==> src/rtl/ulx3s_input_pkg.sv <==
// Shared types and constants for the ULX3S Spacewar! input front end:
// mode and FSM encodings, button/joystick bit positions, mapping helpers.
package ulx3s_input_pkg;

  // Player-mapping modes, encoded as they appear on the mode output.
  typedef enum logic [1:0] {
    MODE_P1    = 2'd0,
    MODE_P2    = 2'd1,
    MODE_SPLIT = 2'd2
  } mode_e;

  // Mode-change FSM states.
  typedef enum logic {
    ST_RUN   = 1'b0,
    ST_DRAIN = 1'b1
  } state_e;

  // Board button indices; only the first N_MAPPED reach the joystick bus.
  localparam int BTN_FIRE1 = 0;
  localparam int BTN_UP    = 1;
  localparam int BTN_FIRE2 = 2;
  localparam int BTN_LEFT  = 3;
  localparam int BTN_RIGHT = 4;
  localparam int BTN_F1    = 5;
  localparam int BTN_F2    = 6;
  localparam int N_MAPPED  = 7;

  // joystick_emu bit positions as consumed by the PDP-1 core.
  localparam int JS_P1_FIRE   = 0;
  localparam int JS_P1_CCW    = 1;
  localparam int JS_P1_THRUST = 2;
  localparam int JS_P1_CW     = 3;
  localparam int JS_P2_FIRE   = 4;
  localparam int JS_P2_CCW    = 5;
  localparam int JS_P2_THRUST = 6;
  localparam int JS_P2_CW     = 7;

  // DIP decode: SPLIT has priority over P2; anything else is P1.
  function automatic mode_e decode_mode(input logic split_sel, input logic p2_sel);
    mode_e m;
    if (split_sel)   m = MODE_SPLIT;
    else if (p2_sel) m = MODE_P2;
    else             m = MODE_P1;
    return m;
  endfunction

  // Button levels -> joystick bits. The fire positions of lvl already
  // carry the autofire gating, so this is a pure routing table.
  function automatic logic [7:0] map_joystick(input mode_e m,
                                              input logic [N_MAPPED-1:0] lvl);
    logic [7:0] js;
    js = '0;
    case (m)
      MODE_P1: begin
        js[JS_P1_FIRE]   = lvl[BTN_FIRE1];
        js[JS_P1_THRUST] = lvl[BTN_UP];
        js[JS_P1_CCW]    = lvl[BTN_LEFT];
        js[JS_P1_CW]     = lvl[BTN_RIGHT];
      end
      MODE_P2: begin
        js[JS_P2_FIRE]   = lvl[BTN_FIRE2];
        js[JS_P2_THRUST] = lvl[BTN_UP];
        js[JS_P2_CCW]    = lvl[BTN_LEFT];
        js[JS_P2_CW]     = lvl[BTN_RIGHT];
      end
      MODE_SPLIT: begin
        js[JS_P1_FIRE]   = lvl[BTN_FIRE1];
        js[JS_P1_THRUST] = lvl[BTN_UP];
        js[JS_P1_CCW]    = lvl[BTN_LEFT];
        js[JS_P1_CW]     = lvl[BTN_RIGHT];
        // Player 2 has no thrust button in split mode.
        js[JS_P2_FIRE]   = lvl[BTN_FIRE2];
        js[JS_P2_CCW]    = lvl[BTN_F1];
        js[JS_P2_CW]     = lvl[BTN_F2];
      end
      default: js = '0;
    endcase
    return js;
  endfunction

endpackage

==> src/rtl/ulx3s_input_ctrl_btn_debounce.sv <==
// Single-button debouncer: the synchronised input must disagree with the
// committed level for DEBOUNCE_MS consecutive 1 ms ticks before the level
// follows it. rise/fall pulse for one cycle together with the level change.
module btn_debounce #(
  parameter int DEBOUNCE_MS = 10
) (
  input  logic clk,
  input  logic rst,
  input  logic sync,
  input  logic tick,
  output logic level,
  output logic rise,
  output logic fall
);

  // Commit happens on the tick that would take the count to DEBOUNCE_MS.
  localparam logic [7:0] LAST_COUNT = 8'(DEBOUNCE_MS - 1);

  logic [7:0] count;

  // Count ticks of disagreement; any agreement restarts the count.
  always_ff @(posedge clk) begin
    // NOTE: state uses non-blocking assignments so every flop samples the
    // pre-edge values; the pulse defaults below are overridden later in
    // the same block, which is the intended last-assignment-wins behaviour.
    rise <= 1'b0;
    fall <= 1'b0;
    if (rst) begin
      count <= '0;
      level <= 1'b0;
    end else if (sync == level) begin
      count <= '0;
    end else if (tick) begin
      if (count == LAST_COUNT) begin
        level <= sync;
        count <= '0;
        rise  <= sync;
        fall  <= ~sync;
      end else begin
        count <= count + 8'd1;
      end
    end
  end

endmodule

==> src/rtl/ulx3s_input_ctrl.sv <==
// ULX3S button/DIP front end for PDP-1 Spacewar!: synchronises and
// debounces the board buttons, selects a player mapping from the DIP
// switches through a drain FSM, applies optional autofire and drives the
// registered joystick_emu bus.
module ulx3s_input_ctrl
  import ulx3s_input_pkg::*;
#(
  parameter int CLK_FREQ     = 25_000_000,
  parameter int N_BTN        = 7,
  parameter int DEBOUNCE_MS  = 10,
  parameter int AF_PERIOD_MS = 125
) (
  input  logic             clk,
  input  logic             rst,
  input  logic [N_BTN-1:0] btn_n,
  input  logic [3:0]       sw,
  output logic [7:0]       joystick_emu,
  output logic [N_BTN-1:0] btn_level,
  output logic [N_BTN-1:0] btn_press,
  output logic [N_BTN-1:0] btn_release,
  output logic [1:0]       mode,
  output logic             draining,
  output logic [7:0]       led_feedback
);

  localparam int TICK_DIV = CLK_FREQ / 1000;
  localparam int PRE_W    = (TICK_DIV > 1) ? $clog2(TICK_DIV) : 1;
  // Autofire runs symmetric half-periods; an odd period rounds down.
  localparam int AF_HALF  = AF_PERIOD_MS / 2;
  localparam int AF_LEN   = 2 * AF_HALF;
  localparam int AF_W     = $clog2(AF_LEN + 1);

  logic [PRE_W-1:0] pre_cnt;
  logic             tick;
  logic [N_BTN-1:0] btn_meta, btn_sync;
  logic [2:0]       sw_meta, sw_sync;
  logic             sw_unused;

  state_e           state, next_state;
  mode_e            cur_mode, next_mode, req_mode;
  logic             af_en;
  logic [AF_W-1:0]  af_cnt [2];
  logic [1:0]       fire_level, fire_press, fire_eff;
  logic [N_MAPPED-1:0] lvl_eff;
  logic [7:0]       js_next;

  // sw[3] is a reserved switch position with no function.
  assign sw_unused = sw[3];

  // 1 ms prescaler; tick is high for the terminal-count cycle.
  always_ff @(posedge clk) begin
    if (rst || tick) pre_cnt <= '0;
    else             pre_cnt <= pre_cnt + PRE_W'(1);
  end
  assign tick = (pre_cnt == PRE_W'(TICK_DIV - 1));

  // Two-flop synchronisers; buttons are inverted to active-high first.
  always_ff @(posedge clk) begin
    if (rst) begin
      btn_meta <= '0;
      btn_sync <= '0;
      sw_meta  <= '0;
      sw_sync  <= '0;
    end else begin
      btn_meta <= ~btn_n;
      btn_sync <= btn_meta;
      sw_meta  <= sw[2:0];
      sw_sync  <= sw_meta;
    end
  end

  for (genvar i = 0; i < N_BTN; i++) begin : g_btn
    btn_debounce #(
      .DEBOUNCE_MS(DEBOUNCE_MS)
    ) u_debounce (
      .clk  (clk),
      .rst  (rst),
      .sync (btn_sync[i]),
      .tick (tick),
      .level(btn_level[i]),
      .rise (btn_press[i]),
      .fall (btn_release[i])
    );
  end

  assign req_mode   = decode_mode(sw_sync[1], sw_sync[0]);
  assign af_en      = sw_sync[2];
  assign fire_level = {btn_level[BTN_FIRE2], btn_level[BTN_FIRE1]};
  assign fire_press = {btn_press[BTN_FIRE2], btn_press[BTN_FIRE1]};

  // Autofire phase per player; a press restarts the phase at the high half.
  always_ff @(posedge clk) begin
    for (int p = 0; p < 2; p++) begin
      if (rst || fire_press[p])
        af_cnt[p] <= '0;
      else if (tick)
        af_cnt[p] <= (af_cnt[p] == AF_W'(AF_LEN - 1)) ? '0 : af_cnt[p] + AF_W'(1);
    end
  end

  // Fire gating; the press cycle counts as phase 0 so the output rises
  // on the very next edge instead of waiting for the cleared counter.
  always_comb begin
    fire_eff = '0;
    for (int p = 0; p < 2; p++) begin
      fire_eff[p] = fire_level[p] &&
                    (!af_en || fire_press[p] || (af_cnt[p] < AF_W'(AF_HALF)));
    end
  end

  // Mapped levels with the autofire-gated fire buttons substituted in.
  always_comb begin
    lvl_eff            = btn_level[N_MAPPED-1:0];
    lvl_eff[BTN_FIRE1] = fire_eff[0];
    lvl_eff[BTN_FIRE2] = fire_eff[1];
  end

  // Mode FSM next-state and joystick next value; DRAIN holds the bus at 0
  // until every mapped button is released so no control leaks across modes.
  always_comb begin
    // NOTE: every output of this block gets a default first, so no path
    // through the case can leave one unassigned and infer a latch.
    next_state = state;
    next_mode  = cur_mode;
    js_next    = '0;
    case (state)
      ST_RUN: begin
        if (req_mode != cur_mode) next_state = ST_DRAIN;
        else                      js_next    = map_joystick(cur_mode, lvl_eff);
      end
      ST_DRAIN: begin
        if (btn_level[N_MAPPED-1:0] == '0) begin
          next_state = ST_RUN;
          next_mode  = req_mode;
        end
      end
      default: next_state = ST_RUN;
    endcase
  end

  // FSM, active mode and the registered joystick bus.
  always_ff @(posedge clk) begin
    if (rst) begin
      state        <= ST_RUN;
      cur_mode     <= MODE_P1;
      joystick_emu <= '0;
    end else begin
      state        <= next_state;
      cur_mode     <= next_mode;
      joystick_emu <= js_next;
    end
  end

  assign mode         = cur_mode;
  assign draining     = (state == ST_DRAIN);
  assign led_feedback = joystick_emu;

endmodule

==> config.mk <==
export PLATFORM = sky130hd
export DESIGN_NAME = ulx3s_input_ctrl
export DESIGN_NICKNAME = d
export VERILOG_FILES = /design/src/rtl/ulx3s_input_pkg.sv /design/src/rtl/ulx3s_input_ctrl_btn_debounce.sv /design/src/rtl/ulx3s_input_ctrl.sv
export SDC_FILE = /design/constraint.sdc
export NUM_CORES = 1
export LEC_CHECK = 0
export CAP_MARGIN = 20
export CORE_MARGIN = 2
export CORE_UTILIZATION = 62
export CTS_CLUSTER_DIAMETER = 120
export DETAILED_ROUTE_END_ITERATION = 16
export GPL_ROUTABILITY_DRIVEN = 0
export HOLD_SLACK_MARGIN = 0.06
export PLACE_DENSITY_LB_ADDON = 0.25
export SKIP_LAST_GASP = 1
export SYNTH_ARGS = -nofsm -noshare
export SYNTH_HDL_FRONTEND = slang
export SYNTH_SLANG_ARGS = --single-unit
==> constraint.sdc <==
create_clock -name clk -period 4.7 [get_ports clk]
set_input_delay 0.705 -clock clk [delete_from_list [all_inputs] [get_ports clk]]
set_output_delay 0.705 -clock clk [all_outputs]
set_load 0.005 [all_outputs]
# Word-level counts from Yosys, hierarchy flattened
# Memories as Yosys holds them, arrays and structs flattened.
# Cells that the tools add are included.
[classes]
add_sub_neg = 10
order_cmp = 2
eq_ne = 20
n_mux = 27
bitwise_logic = 28
n_reduce_logical = 38
[op_table]
columns = ["op", "n"]
rows = [
  ["8-bit by 1-bit adder with 8-bit output, second input constant", 7],
  ["8-bit by 4-bit equality test with 1-bit output, second input constant", 7],
  ["8-bit 2-to-1 mux", 7],
  ["4-bit OR reduction", 9],
  ["7-bit 2-to-1 mux", 4],
  ["1-bit inverter", 25],
  ["3-bit AND reduction", 7],
  ["2-bit OR reduction", 8],
  ["15-bit by 1-bit adder with 15-bit output, second input constant", 1],
  ["15-bit equality test, second input constant", 1],
  ["7-bit by 1-bit adder with 7-bit output, second input constant", 2],
  ["7-bit equality test, second input constant", 2],
  ["7-bit by 6-bit < comparator with 1-bit output, second input constant", 2],
  ["1-bit 2-to-1 mux", 12],
  ["1-bit equality test", 7],
  ["7-bit logical NOT", 1],
  ["1-bit logical OR", 7],
  ["7-bit inverter", 1],
  ["1-bit one-hot mux with 2 select lines", 2],
  ["2-bit one-hot mux with 2 select lines", 1],
  ["3-bit OR reduction", 1],
  ["2-bit by 1-bit equality test with 1-bit output, second input constant", 1],
  ["2-bit equality test, second input constant", 1],
  ["1-bit logical AND", 2],
  ["other kinds (6)", 7],
]
[totals]
reg_bits = 123
ramBits = 14
mem_count = 1
[memory_table]
columns = ["name", "words", "word_bits", "read_ports", "rd_ports_with_merged_regs", "wr", "line", "text"]
rows = [
  ["af_cnt", 2, 7, 2, 0, 2, "ulx3s_input_ctrl.sv:42", "logic [AF_W-1:0] af_cnt [2];"],
]

# Logic depth before layout (Yosys ltp)
[logic_depth]
depth_word = 5
mapped_depth = 7

# Hierarchy
# Synthesis repeated with hierarchy kept, for this count alone.
[hier_totals]
cells_unflattened = 604
area_unflattened_um2 = 6089.6
[modules_own_cells]
columns = ["module", "n_inst", "cells_each", "area_each_um2"]
rows = [
  ["btn_debounce", 7, 52, 521.8],
  ["ulx3s_input_ctrl", 1, 240, 2437.3],
]

# Worst setup path after synthesis
# Ideal clock, no wire load.
[synth_timing]
path_type = "reg-to-reg"
from = "register pre_cnt[0]"
to = "memory af_cnt[1][0] (netlist name) (enable)"
setup_ns = 0.289
arrival_time_ns = 1.591
setup_slack_ns = 2.819
stages_incl_launch_ff = 6
synth_period_minus_slack_ns = 1.881
path_cell_list = "dfxtp_1 -> ha_1 -> and4b_1 -> and4_1 -> buf_2 -> or3_1"
[synth_lines]
columns = ["item", "line", "text"]
rows = [
  ["start: declaration", "ulx3s_input_ctrl.sv:33", "logic [PRE_W-1:0] pre_cnt;"],
  ["start signal: assignment", "ulx3s_input_ctrl.sv:53", "else pre_cnt <= pre_cnt + PRE_W'(1);"],
  ["end: declaration", "ulx3s_input_ctrl.sv:42", ""],
]

# Worst setup path after layout
[layout_timing]
from = "register pre_cnt[0]"
to = "register g_btn[2].u_debounce.count[5]"
[layout_between]
elab_chain_len = 1
[layout_rtl]
columns = ["item", "line", "text"]
rows = [
  ["15-bit equality test", "ulx3s_input_ctrl.sv:55", "assign tick = (pre_cnt == PRE_W'(TICK_DIV - 1));"],
  ["end signal: assignment", "ulx3s_input_ctrl_btn_debounce.sv:40", "count <= count + 8'd1;"],
  ["end: declaration", "ulx3s_input_ctrl_btn_debounce.sv:19", "logic [7:0] count;"],
]
# No other way between the ends.
# A chain may end at the register's enable or synchronous reset.

==> results.sh <==
export IMPL_outcome="finished, final reports clean"
export IMPL_die_y_um=103
export IMPL_cts_tree="built"
export IMPL_antenna_found_initial=0
export IMPL_dr_pass1_iters=5
export IMPL_endpoint_kind="register"
export IMPL_drive_above_1_share=0.0604
export IMPL_synth_area_leaders="dfxtp_1 (40%), edfxtp_1 (6.9%), a21oi_1 (4.4%), ha_1 (4.1%), buf_4 (3.6%)"
export IMPL_max_freq_mhz=356
export IMPL_dieArea_um2=10700
export IMPL_fin_skew_ns=0.00746
export IMPL_hold_ws_ns=0.440
export IMPL_hold_violations=0
export IMPL_reg2reg_depth=6
export IMPL_p_leak_nw=2.33
export IMPL_wl_per_cell_um=14.2
export IMPL_postCtsHoldBufs=0
export IMPL_syn_cell_area_um2=6120
export IMPL_ir_worst_vdd_uv=287
export IMPL_cp_slowest_cell="nand4_4"
export IMPL_post_place_ws_ns=1.96
export IMPL_n_antenna_cell=0
export IMPL_nNetsFinal=716
export IMPL_cts_buffer_depth=2
export IMPL_rows=36
export IMPL_synthMostInstantiatedCell="dfxtp_1"
export IMPL_fin_cells=828
export IMPL_io_buffers=51
export IMPL_crit_path_start_kind="register"
export IMPL_powerDensity_nw_per_um2=362
export IMPL_ys_seq_area_frac=0.471
export IMPL_ys_flop_type="dfxtp_1"
export IMPL_syn_inst=661
export IMPL_htree_levels=4
export IMPL_multi_input_area_um2=2840
export IMPL_worstSkewPairLatency_ns=0.52
export IMPL_path_max_fanout=68
export IMPL_finalCritPeriodShare=0.597
export IMPL_ios=53
export IMPL_drt_initial_drc_count=219
export IMPL_syn_area_per_cell_um2=9.27
export IMPL_seqCellArea_um2=2880
export IMPL_cts_root_buf="clkbuf_8"
export IMPL_nFillCells=697
export IMPL_maxSlewHeadroom=0.384
export IMPL_grt_max_degree=69
export IMPL_numCtsBuffers=17
export IMPL_yosys_register_bits=137
export IMPL_synth_top_area_share=0.402
export IMPL_syn_num_nets=694
export IMPL_initial_utilization=0.632
export IMPL_slew_violations=0
export IMPL_clk_pin_slew_worst_paths_ns=0.06
export IMPL_crit_type="register to register"
export IMPL_maxCapViolCount=0
export IMPL_synth_cell_types=46
export IMPL_postRouteAntennaNets=0
export IMPL_required_ns=5.06
export IMPL_setup_tns_final_ns=0
export IMPL_worst_slack_ns=1.89
export IMPL_dp_hpwl_um=7870
export IMPL_rsz0062_at_grt="false"
export IMPL_placed_area_um2=6500
export IMPL_dp_cells=797
export IMPL_detail_route_vias_per_cell=5.81
export IMPL_worst_pin_slew_ns=0.924
export IMPL_synth_common_cells="dfxtp_1 (123), nor2_1 (58), a21oi_1 (54)"
export IMPL_hold_depth=1
export IMPL_final_cell_area_um2=7090
export IMPL_drcViolationCount=0
export IMPL_grt_overflow=0
export IMPL_yosysWarningCount=0
export IMPL_period_minus_slack_ns=2.81
export IMPL_grt_util_all_layers=0.228
export IMPL_die_w_um=103
export IMPL_via_count=4808
export IMPL_cp_cell_sequence="ha_1, and4b_1, nand4_4, buf_4, o21ai_1, a21oi_1"
export IMPL_synthToLayoutAreaGrowth_pct=15.8
export IMPL_grt_pass1_vias=4283
export IMPL_coreArea_um2=9680
export IMPL_synth_area_leader_cell="dfxtp_1"
export IMPL_setup_violations=0
export IMPL_cts_setup_buffers=0
export IMPL_ff2ff_setup_slack_ns=1.89
export IMPL_cts_sinks=137
export IMPL_arrival_ns=3.17
export IMPL_post_cts_resized=0
export IMPL_drt_total_wl_um=11800
export IMPL_min_path_type="register to register"
export IMPL_synth_async_reset_ratio=0
export IMPL_cpPeakStageDelay_ns=0.67
export IMPL_synth_edf_count=14
export IMPL_grt_pass1_wl_um=19100
==> final cells by class <==
cell class | count | share of cell area
clock inverter | 12 | 0.0194
timing repair buffer | 54 | 0.0745
sequential | 137 | 0.407
multi-input combinational | 451 | 0.401
tap | 133 | 0.0235
inverter | 22 | 0.0116
clock buffer | 19 | 0.0639
==> layer usage <==
metal  vias to the layer above  track usage  routed length [um]
met5                         -            0                   0
met3                        15       0.0524                 577
met2                       125        0.384                5790
met1                      2261        0.284                5270
li1                       2407            -                   -
met4                         0       0.0881                 119
==> path summary, 6_finish.rpt <==
| path | startpoint | endpoint |
|---|---|---|
| max | pre_cnt[0]$_SDFF_PP0_ | g_btn[2].u_debounce.count[5]$_SDFFE_PP0N_ |
| min | btn_meta[0]$_SDFF_PP0_ | btn_sync[0]$_SDFF_PP0_ |
| max reg2reg | pre_cnt[0]$_SDFF_PP0_ | g_btn[2].u_debounce.count[5]$_SDFFE_PP0N_ |
| min reg2reg | btn_meta[0]$_SDFF_PP0_ | btn_sync[0]$_SDFF_PP0_ |
==> cell families after synthesis <==
logic type,synth area share
AOI/OAI and AO/OA,0.117
xor gates and xnor gates,0.0501
adders and majority gates,0.0409
buffers and inverters,0.0656
DFF,0.471
and+or+nand+nor,0.256
==> cells in the final DEF (no fill, tap or decap), types with 3 or more instances in the layout <==
cell,n
nand2_1,33
o31ai_1,18
inv_1,22
nand4_1,16
o21ai_0,33
inv_6,3
nand3_1,30
edfxtp_1,14
and3b_1,13
and4_1,6
clkinvlp_4,3
nor4b_1,7
nor2_1,58
buf_4,3
a21oi_1,54
clkbuf_16,17
clkdlybuf4s50_1,50
or3_1,27
xor2_1,13
nor4_1,3
nor3_1,11
o21ai_1,7
xnor2_1,22
dfxtp_1,123
and3_1,10
ha_1,20
nor3b_1,8
nor2b_1,14
a211oi_1,8
or4_1,20
==> power breakdown <==
part           switching, W  internal [W]  leakage (nW)
sequential        0.0000119       0.00120          1.14
combinational     0.0000302     0.0000257         0.909
clock              0.000500      0.000803         0.283
==> worst max-delay path, delay by kind of cell, from the launching register on <==
kind | cells | cell delay, ns
AND/OR/NAND/NOR | 2 | 0.96
buffers and inverters | 1 | 0.48
adder cells (fa/ha/maj) | 1 | 0.23
flip-flops | 1 | 0.35
AO/OA/AOI/OAI | 2 | 0.63
==> state kept, by name, summed over array words and instances, names as in the netlist, 8 cells and up <==
| register | count |
|---|---|
| af_cnt | 14 |
| g_btn.u_debounce.count | 56 |
| joystick_emu | 8 |
| pre_cnt | 15 |
==> stage by stage <==
stage	power [W]	utilization
after global placement	0.00129	0.671
after floorplan	0.00127	-
after detailed placement	0.00129	0.671
final	0.00257	0.732
after CTS	0.00259	0.732
after global routing	0.00264	0.732
Power figures use the tool's default switching activity.
==> variant: new RTL, same flow settings <==
The parameter `AF_PERIOD_MS` goes from 125 to 250.
--- a/src/rtl/ulx3s_input_ctrl.sv
+++ b/src/rtl/ulx3s_input_ctrl.sv
@@ -8,7 +8,7 @@
   parameter int CLK_FREQ     = 25_000_000,
   parameter int N_BTN        = 7,
   parameter int DEBOUNCE_MS  = 10,
-  parameter int AF_PERIOD_MS = 125
+  parameter int AF_PERIOD_MS = 250
 ) (
   input  logic             clk,
   input  logic             rst,
Check against the original RTL: same outputs for any inputs over 10 cycles, from zero or initial values and one cycle with rst high; that may be too few to reach the edited logic, so the function may still have changed.
==> variant against the original RTL <==
- synthesized area up 2.9%
- worst setup slack gained 0.13 ns
- power is 3.3% lower
- routed wire length increased by 13%
- die area is 2.8% higher
- sequential cell count grew 2
- design area grew 1.7%
- largest cell class unchanged
==> variant: results (changes against the original RTL) <==
Power:
- The peak ir drop on the vdd network was 0.2800 mV (-2.3%).
- The static leakage power was 2.333 nW (+0.10%).
- The switching portion of total power is 20.01% (-1.1 points).

Placed design:
- The instance count after placement with tap cells included is 829 (+4.0%).
- The worst setup slack before clock tree synthesis is 1.871 ns (-0.08663 ns).
- The detailed-placement wirelength estimate came to 8.818 mm (+12%).
- The placed standard-cell area is 6690 sq um (+2.9%).

Detailed routing:
- The total vias in the final route came to 5070 (+5.4%).
- The detailed-route wire length per cell is 15.51 um (+9.2%).
- The total length of routed met3 wires is 557 um (-3.5%).
- The aggregate routed wire length is 13.29 mm (+13%).
- The initial detailed-routing violation count is 284 (+30%).
- The wire length on met1 is 5.492 mm (+4.3%).
- The met2 routed wirelength came to 7.046 mm (+22%).

Global routing:
- The maximum number of pins on one net before global-route repair came to 86 (+25%).
- The global routing met2 resource utilization came to 45.50% (+7.1 points).
- The overall global routing resource usage is 24.79% (+2.0 points).
- The global-route wire length before repair is 22.16 mm (+16%).
- The routing usage on met1 is 27.96% (-0.45 points).
- The via count of the first global-routing pass came to 4942 (+15%).
- The met3 demand-to-capacity share in global routing is 5.427% (+0.19 points).

Yosys:
- The number of different library cells in the post-synthesis netlist is 41 (-11%).
- The number of enable flip-flop cells after synthesis is 16 (+2).
- The synthesized netlist net count was 729 (+5.0%).
- The sequential area share after synthesis was 46.69% (-0.38 points).
- The commonest cells after synthesis are dfxtp_1, nor2_1, a21oi_1.
- Sorting the synthesized cells by area gives the leading types as dfxtp_1, edfxtp_1, ha_1.

Setup path:
- The worst register-to-register path begins at pre_cnt[3]$_SDFF_PP0_.
- The signal arrival time at the worst endpoint is 3.07 ns (-0.10 ns).
- The endpoint of the lowest-slack register-to-register path is g_btn[0].u_debounce.count[0]$_SDFFE_PP0N_.
- The reg2reg setup slack is 2.02 ns (+0.13 ns).
- The capturing instance or port of the critical path is g_btn[0].u_debounce.count[0]$_SDFFE_PP0N_.

Final layout:
- The number of nets in the finished design is 752 (+5.0%).
- In the final layout, the registers with the most flip-flops are g_btn.u_debounce.count x56, af_cnt x16, pre_cnt x15.

Timing:
- The post-route worst hold slack is 0.4393 ns (-0.001083 ns).
- The setup skew after layout is 0.007636 ns (+0.0001794 ns).
- The maximum frequency from static timing analysis came to 0.3729 GHz (+4.7%).
- The normalized max-slew margin is 49.18% (+11 points).

Outcome:
- The run finished with clean final reports.

CTS:
- The worst-case clock buffer depth came to 2 (unchanged).
## variant: logic make-up after synthesis
kind of cell               after synthesis  share of synthesized area (%)
DFF                                    139                          46.69
buffers and inverters                   86                          7.304
AOI/OAI and AO/OA                      126                          11.43
and+or+nand+nor                        280                          24.67
xor gates and xnor gates                37                          5.141
adders and majority gates               24                          4.764
## variant: power groups by stage
stage | logic, mW | registers [mW] | clock network [mW]
finish | 0.0588 | 1.23 | 1.20
global route | 0.0661 | 1.23 | 1.26
CTS | 0.0590 | 1.23 | 1.20
detailed placement | 0.0580 | 1.25 | 0
global placement | 0.0558 | 1.25 | 0
floorplan | 0.0361 | 1.25 | 0
## variant: worst min-delay path by stage
stage	cells after the start	start	endpoint
floorplan	1	pre_cnt[0]$_SDFF_PP0_	pre_cnt[0]$_SDFF_PP0_
global placement	1	pre_cnt[0]$_SDFF_PP0_	pre_cnt[0]$_SDFF_PP0_
detailed placement	1	btn_meta[0]$_SDFF_PP0_	btn_sync[0]$_SDFF_PP0_
CTS	1	pre_cnt[0]$_SDFF_PP0_	pre_cnt[0]$_SDFF_PP0_
global route	1	sw_meta[1]$_SDFF_PP0_	sw_sync[1]$_SDFF_PP0_
finish	1	pre_cnt[0]$_SDFF_PP0_	pre_cnt[0]$_SDFF_PP0_
## variant: final cells by class
type                    count  area (sq um)  area share, %
clock buffers              25         484.2          6.712
clock inverters             3         40.04         0.5550
inverters                  36         135.1          1.873
multi-input cells         467          2913          40.37
flip-flops and latches    139          2943          40.79
well taps                 133         166.4          2.307
repair buffers             54         533.0          7.388
## variant: critical path, stage by stage (launching register included)
cell	delay, ns
dfxtp_1	0.36
or4b_1	0.59
or4_4	0.85
o21ai_1	0.62
nor2_1	0.11
